--- src/rtl/pdm_mic_stream.sv ---
// -----------------------------------------------------------------------------
// pdm_mic_stream
//
// PDM microphone front-end. Generates the PDM clock from clk_i, decimates the
// 1-bit PDM stream into signed PCM samples with a boxcar (ones-count) filter,
// queues the samples in a small first-word-fall-through FIFO and delivers them
// over a valid/ready stream. A sticky flag records any sample dropped because
// the FIFO was full.
//
// Optional feature macro: PDM_STEREO_EN
//   defined   : a right-channel accumulator samples on PDM clock falling
//               events and pushes samples tagged chan=1, interleaved with left.
//   undefined : only the left channel exists; chan_o is constant 0.
//
// Handshake: a sample transfers on every rising clk_i edge where
// valid_o && ready_i. valid_o never depends on ready_i; data_o/chan_o are
// stable while valid_o is high and not accepted. ready_i while the FIFO is
// empty has no effect.
//
// Ports:
//   clk_i        in   system clock, sole clock domain
//   rst_i        in   synchronous active-high reset
//   en_i         in   capture enable (FIFO and ovf_o are retained when low)
//   pdm_clk_o    out  PDM clock to the microphone(s)
//   pdm_lrsel_o  out  microphone L/R select, constant 0
//   pdm_data_i   in   PDM data from the microphone(s)
//   data_o       out  FIFO head sample (holds last value when empty)
//   chan_o       out  FIFO head channel, 0 = left, 1 = right
//   valid_o      out  FIFO not empty
//   ready_i      in   consumer accepts the head sample
//   ovf_o        out  sticky overflow flag
//   ovf_clr_i    in   clears ovf_o (a simultaneous drop keeps it set)
// -----------------------------------------------------------------------------
module pdm_mic_stream #(
  parameter int CLK_DIV    = 100,
  parameter int DECIM      = 64,
  parameter int DATA_W     = 16,
  parameter int FIFO_DEPTH = 8
) (
  input  logic              clk_i,
  input  logic              rst_i,
  input  logic              en_i,
  output logic              pdm_clk_o,
  output logic              pdm_lrsel_o,
  input  logic              pdm_data_i,
  output logic [DATA_W-1:0] data_o,
  output logic              chan_o,
  output logic              valid_o,
  input  logic              ready_i,
  output logic              ovf_o,
  input  logic              ovf_clr_i
);

  localparam int HALF   = CLK_DIV / 2;
  localparam int DIV_W  = (HALF > 1) ? $clog2(HALF) : 1;
  localparam int LOG2D  = $clog2(DECIM);
  localparam int CNT_W  = LOG2D;
  localparam int ONES_W = LOG2D + 1;
  localparam int SH     = DATA_W - LOG2D - 1;
  localparam int AW     = (FIFO_DEPTH > 1) ? $clog2(FIFO_DEPTH) : 1;

  localparam logic [DIV_W-1:0]  DIV_TC    = DIV_W'(HALF - 1);
  localparam logic [CNT_W-1:0]  CNT_LAST  = CNT_W'(DECIM - 1);
  localparam logic [ONES_W-1:0] ONES_FULL = ONES_W'(DECIM);
  localparam logic [DATA_W-1:0] DECIM_W   = DATA_W'(DECIM);
  localparam logic [DATA_W-1:0] PCM_MAX   = {1'b0, {(DATA_W-1){1'b1}}};
  localparam logic [AW:0]       FULL_CNT  = (AW+1)'(FIFO_DEPTH);

  // Ones-count to PCM: 2*ones - DECIM, scaled to full range. The all-ones
  // case would land exactly on +2^(DATA_W-1), which does not fit, so it
  // saturates to the largest positive code.
  function automatic logic [DATA_W-1:0] to_pcm(input logic [ONES_W-1:0] ones);
    logic [DATA_W-1:0] t;
    if (ones == ONES_FULL) begin
      return PCM_MAX;
    end
    t = (DATA_W'(ones) << 1) - DECIM_W;
    return t << SH;
  endfunction

  // ---------------------------------------------------------------------------
  // PDM clock divider
  // ---------------------------------------------------------------------------
  logic [DIV_W-1:0] div_q, div_d;
  logic             pdm_clk_q, pdm_clk_d;
  logic             div_tc;
  logic             rise_ev;

  assign div_tc  = en_i && (div_q == DIV_TC);
  // The event is named after the pdm_clk_o edge that the toggle produces.
  assign rise_ev = div_tc && !pdm_clk_q;

  always_comb begin
    div_d     = div_q;
    pdm_clk_d = pdm_clk_q;
    if (!en_i) begin
      div_d     = '0;
      pdm_clk_d = 1'b0;
    end else if (div_tc) begin
      div_d     = '0;
      pdm_clk_d = ~pdm_clk_q;
    end else begin
      div_d = div_q + DIV_W'(1);
    end
  end

  // ---------------------------------------------------------------------------
  // Left channel accumulator (rise events)
  // ---------------------------------------------------------------------------
  logic [ONES_W-1:0] ones_l_q, ones_l_d, ones_l_sum;
  logic [CNT_W-1:0]  cnt_l_q, cnt_l_d;
  logic              l_done;

  assign ones_l_sum = ones_l_q + ONES_W'(pdm_data_i);
  assign l_done     = rise_ev && (cnt_l_q == CNT_LAST);

  always_comb begin
    ones_l_d = ones_l_q;
    cnt_l_d  = cnt_l_q;
    if (!en_i || l_done) begin
      ones_l_d = '0;
      cnt_l_d  = '0;
    end else if (rise_ev) begin
      ones_l_d = ones_l_sum;
      cnt_l_d  = cnt_l_q + CNT_W'(1);
    end
  end

`ifdef PDM_STEREO_EN
  // ---------------------------------------------------------------------------
  // Right channel accumulator (fall events)
  // ---------------------------------------------------------------------------
  logic              fall_ev;
  logic [ONES_W-1:0] ones_r_q, ones_r_d, ones_r_sum;
  logic [CNT_W-1:0]  cnt_r_q, cnt_r_d;
  logic              r_done;

  assign fall_ev    = div_tc && pdm_clk_q;
  assign ones_r_sum = ones_r_q + ONES_W'(pdm_data_i);
  assign r_done     = fall_ev && (cnt_r_q == CNT_LAST);

  always_comb begin
    ones_r_d = ones_r_q;
    cnt_r_d  = cnt_r_q;
    if (!en_i || r_done) begin
      ones_r_d = '0;
      cnt_r_d  = '0;
    end else if (fall_ev) begin
      ones_r_d = ones_r_sum;
      cnt_r_d  = cnt_r_q + CNT_W'(1);
    end
  end
`endif

  // ---------------------------------------------------------------------------
  // Push stage: the finished sample is registered and written one cycle later.
  // Left and right completions are at least CLK_DIV/2 cycles apart, so a
  // single stage serves both channels.
  // ---------------------------------------------------------------------------
  logic              push_q, push_d;
  logic [DATA_W-1:0] push_data_q, push_data_d;

`ifdef PDM_STEREO_EN
  logic              push_chan_q, push_chan_d;

  always_comb begin
    push_d      = l_done || r_done;
    push_chan_d = r_done;
    push_data_d = r_done ? to_pcm(ones_r_sum) : to_pcm(ones_l_sum);
  end
`else
  always_comb begin
    push_d      = l_done;
    push_data_d = to_pcm(ones_l_sum);
  end
`endif

  // ---------------------------------------------------------------------------
  // Sample FIFO (first-word fall-through)
  // ---------------------------------------------------------------------------
  logic [DATA_W-1:0] mem_q [FIFO_DEPTH];
  logic [AW-1:0]     wr_ptr_q, wr_ptr_d;
  logic [AW-1:0]     rd_ptr_q, rd_ptr_d;
  logic [AW:0]       count_q, count_d;
  logic [DATA_W-1:0] hold_q, hold_d;
  logic              ovf_q, ovf_d;
  logic              full, pop, push_ok, drop;

  assign full    = (count_q == FULL_CNT);
  assign pop     = valid_o && ready_i;
  // A pop in the same cycle frees the slot, so a push into a full FIFO is
  // still accepted then.
  assign push_ok = push_q && (!full || pop);
  assign drop    = push_q && full && !pop;

  always_comb begin
    wr_ptr_d = wr_ptr_q;
    rd_ptr_d = rd_ptr_q;
    count_d  = count_q;
    hold_d   = hold_q;
    ovf_d    = ovf_q;
    if (push_ok) begin
      wr_ptr_d = wr_ptr_q + AW'(1);
    end
    if (pop) begin
      rd_ptr_d = rd_ptr_q + AW'(1);
      hold_d   = mem_q[rd_ptr_q];
    end
    case ({push_ok, pop})
      2'b10:   count_d = count_q + (AW+1)'(1);
      2'b01:   count_d = count_q - (AW+1)'(1);
      default: count_d = count_q;
    endcase
    // A drop outranks a clear in the same cycle.
    if (drop) begin
      ovf_d = 1'b1;
    end else if (ovf_clr_i) begin
      ovf_d = 1'b0;
    end
  end

`ifdef PDM_STEREO_EN
  logic chan_mem_q [FIFO_DEPTH];
  logic hold_chan_q, hold_chan_d;

  always_comb begin
    hold_chan_d = hold_chan_q;
    if (pop) begin
      hold_chan_d = chan_mem_q[rd_ptr_q];
    end
  end

  always_ff @(posedge clk_i) begin
    if (!rst_i && push_ok) begin
      chan_mem_q[wr_ptr_q] <= push_chan_q;
    end
  end
`endif

  // Storage array carries no reset; the pointers define what is valid.
  always_ff @(posedge clk_i) begin
    if (!rst_i && push_ok) begin
      mem_q[wr_ptr_q] <= push_data_q;
    end
  end

  // ---------------------------------------------------------------------------
  // State registers
  // ---------------------------------------------------------------------------
  always_ff @(posedge clk_i) begin
    if (rst_i) begin
      div_q       <= '0;
      pdm_clk_q   <= 1'b0;
      ones_l_q    <= '0;
      cnt_l_q     <= '0;
      push_q      <= 1'b0;
      push_data_q <= '0;
      wr_ptr_q    <= '0;
      rd_ptr_q    <= '0;
      count_q     <= '0;
      hold_q      <= '0;
      ovf_q       <= 1'b0;
`ifdef PDM_STEREO_EN
      ones_r_q    <= '0;
      cnt_r_q     <= '0;
      push_chan_q <= 1'b0;
      hold_chan_q <= 1'b0;
`endif
    end else begin
      div_q       <= div_d;
      pdm_clk_q   <= pdm_clk_d;
      ones_l_q    <= ones_l_d;
      cnt_l_q     <= cnt_l_d;
      push_q      <= push_d;
      push_data_q <= push_data_d;
      wr_ptr_q    <= wr_ptr_d;
      rd_ptr_q    <= rd_ptr_d;
      count_q     <= count_d;
      hold_q      <= hold_d;
      ovf_q       <= ovf_d;
`ifdef PDM_STEREO_EN
      ones_r_q    <= ones_r_d;
      cnt_r_q     <= cnt_r_d;
      push_chan_q <= push_chan_d;
      hold_chan_q <= hold_chan_d;
`endif
    end
  end

  // ---------------------------------------------------------------------------
  // Outputs
  // ---------------------------------------------------------------------------
  assign pdm_clk_o   = pdm_clk_q;
  assign pdm_lrsel_o = 1'b0;
  assign valid_o     = (count_q != '0);
  assign ovf_o       = ovf_q;
  assign data_o      = valid_o ? mem_q[rd_ptr_q] : hold_q;
`ifdef PDM_STEREO_EN
  assign chan_o      = valid_o ? chan_mem_q[rd_ptr_q] : hold_chan_q;
`else
  assign chan_o      = 1'b0;
`endif

endmodule

--- config.mk ---
export PLATFORM = sky130hd
export DESIGN_NAME = pdm_mic_stream
export DESIGN_NICKNAME = d
export VERILOG_FILES = /design/src/rtl/pdm_mic_stream.sv
export SDC_FILE = /design/constraint.sdc
export NUM_CORES = 1
export LEC_CHECK = 0
export ABC_AREA = 1
export CORE_ASPECT_RATIO = 2
export CORE_MARGIN = 4
export CORE_UTILIZATION = 60
export DETAILED_ROUTE_END_ITERATION = 7
export PLACE_DENSITY = 0.8
export SYNTH_ARGS = -nofsm -noshare
export SYNTH_HDL_FRONTEND = slang
export SYNTH_SLANG_ARGS = --single-unit
export TNS_END_PERCENT = 50
--- constraint.sdc ---
create_clock -name clk_i -period 3.9 [get_ports clk_i]
set_input_delay 0.585 -clock clk_i [delete_from_list [all_inputs] [get_ports clk_i]]
set_output_delay 0.585 -clock clk_i [all_outputs]
set_load 0.01 [all_outputs]
==> summary.md <==
| Metric | Value |
|---|---|
| Status | finished clean |
| Most common cell on crit path | o21ai_1 |
| Initial Util | 61.75% |
| Min-delay worst type | reg -> reg |
| Post-Route WL | roughly 11000 um |
| RePlAce Congestion | 0.8113 |
| Syn Area/Cell | 9.751 um2 |
| Filler cell count | 520 |
| CTS root buf | clkbuf_16 |
| TNS Setup | 0 ns |
| Syn Inst Count | between 500 and 600 |
| Setup Viol. Count Final | 0 |
| Number of max-cap violations | 0 |
| Post-cts sizing count | 0 |
| Vias per cell | 5.703 |
| Grt total ovfl | 0 |
| Final Max Tran Viols | 0 |
| Power share of the clock group | a little under two fifths |
| Finished Layout Cells | 633 |
| DR iter-0 viols | 218 |
| Die Height | 135.9 um |
| Max clock buf depth | 2 |
| CP Cell Sequence | o21ai_0, o211ai_1, o21ai_1, o21ai_1, clkdlybuf4s50_1 |
| Total core area | 7943 um2 |
| CP max-delay cell | dfxtp_1 |
| Nature of the critical path endpoint | output pin |
| Port bufs | 24 |
| Worst vdd ir | 0.0004349 V |
| Area of the multi-input gates | between 1500 and 2000 um2 |
| Synthesis-stage register bit count | 115 |
| Area grow syn2layout | 16.22% |
| Minimum clock period | 3.544 ns |
| I/O Pins | 27 |
| Register area | 2943 um2 |
| Slew HR | a little over a third |
| Cts bufs inserted | 17 |
| Largest net degree at the start of global routing | 33 |
| CTS HTree Levels | 4 |
| Clk slew on worst S/H paths | approximately 0.05 ns |
| P_leak | 2.238 nW |
| Number of inserted diodes | 0 |
| Clk sinks | 115 |
| Most frequent cells in the layout | nand2_1, nor2_1, edfxtp_1, dfxtp_1, o21ai_0 |
| CTS Hold Bufs | 0 |
| Detailed-router iteration count before antenna repair | 5 |
| # rows | 46 |
| Combinational Power Share | 27.3% |
| Slew @ Worst Pin | 0.9519 ns |
| CP max stage delay | around 0.94 ns |
| Setup Skew | 0.01527 ns |
| Vias in the first global route | 3723 |
| Req. time, crit path | 3.31 ns |
| Arr. time, crit path | 2.96 ns |
| Synthesis Warnings | 0 |
| Crit path max fanout | 32 |
| Clock Latency Late Sink | around 0.42 ns |
| Initial antenna violation count | 0 |
| Sequential power share | 35.4% |
| CTS tree | built |
| Sw Ratio | 31.33% |
| Fraction of layout cells with a size suffix above 1 | 10.06% |
| Psw | around 1.3 mW |
| Seq/Total Area, Yosys | 60.00% |
| Antenna viol nets, final | 0 |
| Max Freq | between 0.2 and 0.3 GHz |
| Post-CTS Setup Inserts | 0 |
| Final cycle utilization of the critical path | 90.87% |
| RSZ-0062 raised after global routing | false |
| Final Hold Viols | 0 |
| Nets | 538 |
| Tot Pwr | 4.167 mW |
| Startpoint class of the critical path | flip-flop |
| DPL Wire Length | slightly above 7000 um |
| Synthesized cell area | 4905 um2 |
| DRC viols | 0 |
| Yosys cell types | 34 |
| Die W | a little over 70 um |
| Setup CP Type | reg -> out |
| P_int | 2.862 mW |
| DIE AREA | 9772 um2 |
| Most common cell after layout, fill and taps aside | nand2_1 |
| Power Density | 731.0 nW/um2 |
| First-pass GRT wire length | roughly 18000 um |
| Drt wl/cell | 17.55 um |
| DP Cell Count | 601 |
| Via count | approximately 3.6k |
| Gr usage total | about a quarter |
[flip-flops by register name, indices dropped and copies added, names as in the netlist, named ones only]
register     flops
mem_q           64
hold_q           8
push_data_q      8
ones_l_q         7
cnt_l_q          6
div_q            6
count_q          4
rd_ptr_q         3
wr_ptr_q         3
ovf_o            1
pdm_clk_o        1
push_q           1
[Yosys cell counts]
library cell   n  share of area, %
o21ai_0       46               4.7
nand4_1        6              0.77
nor3_1         6              0.61
nor2_4         2              0.46
conb_1         1             0.076
nand4_4        1              0.43
nand3_2        2              0.41
or2_0          1              0.13
nor3b_1        3              0.46
nor2_2         3              0.38
dfxtp_1       51                21
o211ai_1       8               1.2
nand2_1       78               6.0
ha_1           8               2.0
inv_2          3              0.23
a21oi_1       27               2.8
o21ai_1       25               2.6
nor2_1        77               5.9
xor2_1         4              0.71
clkbuf_1       2              0.15
inv_1         35               2.7
edfxtp_1      64                39
buf_1          1             0.076
o21ai_2        2              0.36
nand2_2        5              0.64
xnor2_1        3              0.54
a31oi_1        1              0.13
buf_4         14               2.1
nand2_4        1              0.23
xnor2_2        1              0.33
nand3_1       10               1.0
buf_2          6              0.61
buf_6          5               1.1
nand3b_1       1              0.15
[metal layers]
layer  wire [um]  global-route usage, %
met1        3560                  21.42
met2        6504                  48.05
met4         599                  13.91
met3         441                  6.292
met5           0                      0
[cells by family (layout without fill, tap and decap cells)]
logic type | after synthesis | after routing | synth area share (%)
and+or+nand+nor | 196 | 196 | 17.55
DFF | 115 | 115 | 60.00
AOI/OAI and AO/OA | 109 | 109 | 11.71
buffers and inverters | 66 | 99 | 7.041
adders and majority gates | 8 | 8 | 2.041
xor gates and xnor gates | 8 | 8 | 1.582
other | 1 | 2 | 0.07646
[power by group through the flow]
stage | sequential (mW) | clock [mW] | combinational [mW]
after detailed placement | 1.50 | 0 | 1.14
after floorplan | 1.43 | 0 | 0.846
after global routing | 1.49 | 1.62 | 1.25
after CTS | 1.48 | 1.56 | 1.15
final | 1.48 | 1.55 | 1.14
after global placement | 1.49 | 0 | 1.10
[through the flow]
step	hold WS (ns)	setup WS, ns	util [%]	instance area (um2)
floorplan	0.4334	1.716	-	4908
CTS	0.4664	0.3134	71.77	5700
global route	0.5009	0.07418	71.77	5700
detailed placement	0.4543	0.7546	64.26	5104
finish	0.4629	0.3562	71.77	5700
global placement	0.4540	0.8384	64.26	5104
[final timing paths]
| path | cells past startpoint | to | start | slack, ns |
|---|---|---|---|---|
| setup / recovery | 5 | data_o[3] | flip-flop | 0.36 |
| hold / removal | 2 | ones_l_q[0] | ones_l_q[0] | 0.46 |
| setup reg to reg | 10 | cnt_l_q[4] | div_q[0] | 1.69 |
| hold reg to reg | 2 | ones_l_q[0] | ones_l_q[0] | 0.46 |
[cell type report]
cell class	instances	share of cell area (%)
Timing Repair Buffer	29	4.873
Multi-Input combinational cell	323	28.42
Inverter	38	2.502
Sequential cell	115	51.62
Clock inverter	10	2.327
Tap cell	96	2.107
Clock buffer	22	8.143
[worst max-delay path, delay by kind of cell, from the launching register on]
| kind | cells | cell delay (ns) |
|---|---|---|
| AOI/OAI and AO/OA | 4 | 0.97 |
| DFF | 1 | 0.94 |
| buffers and inverters | 1 | 0.64 |
Power figures use the tool's default switching activity.
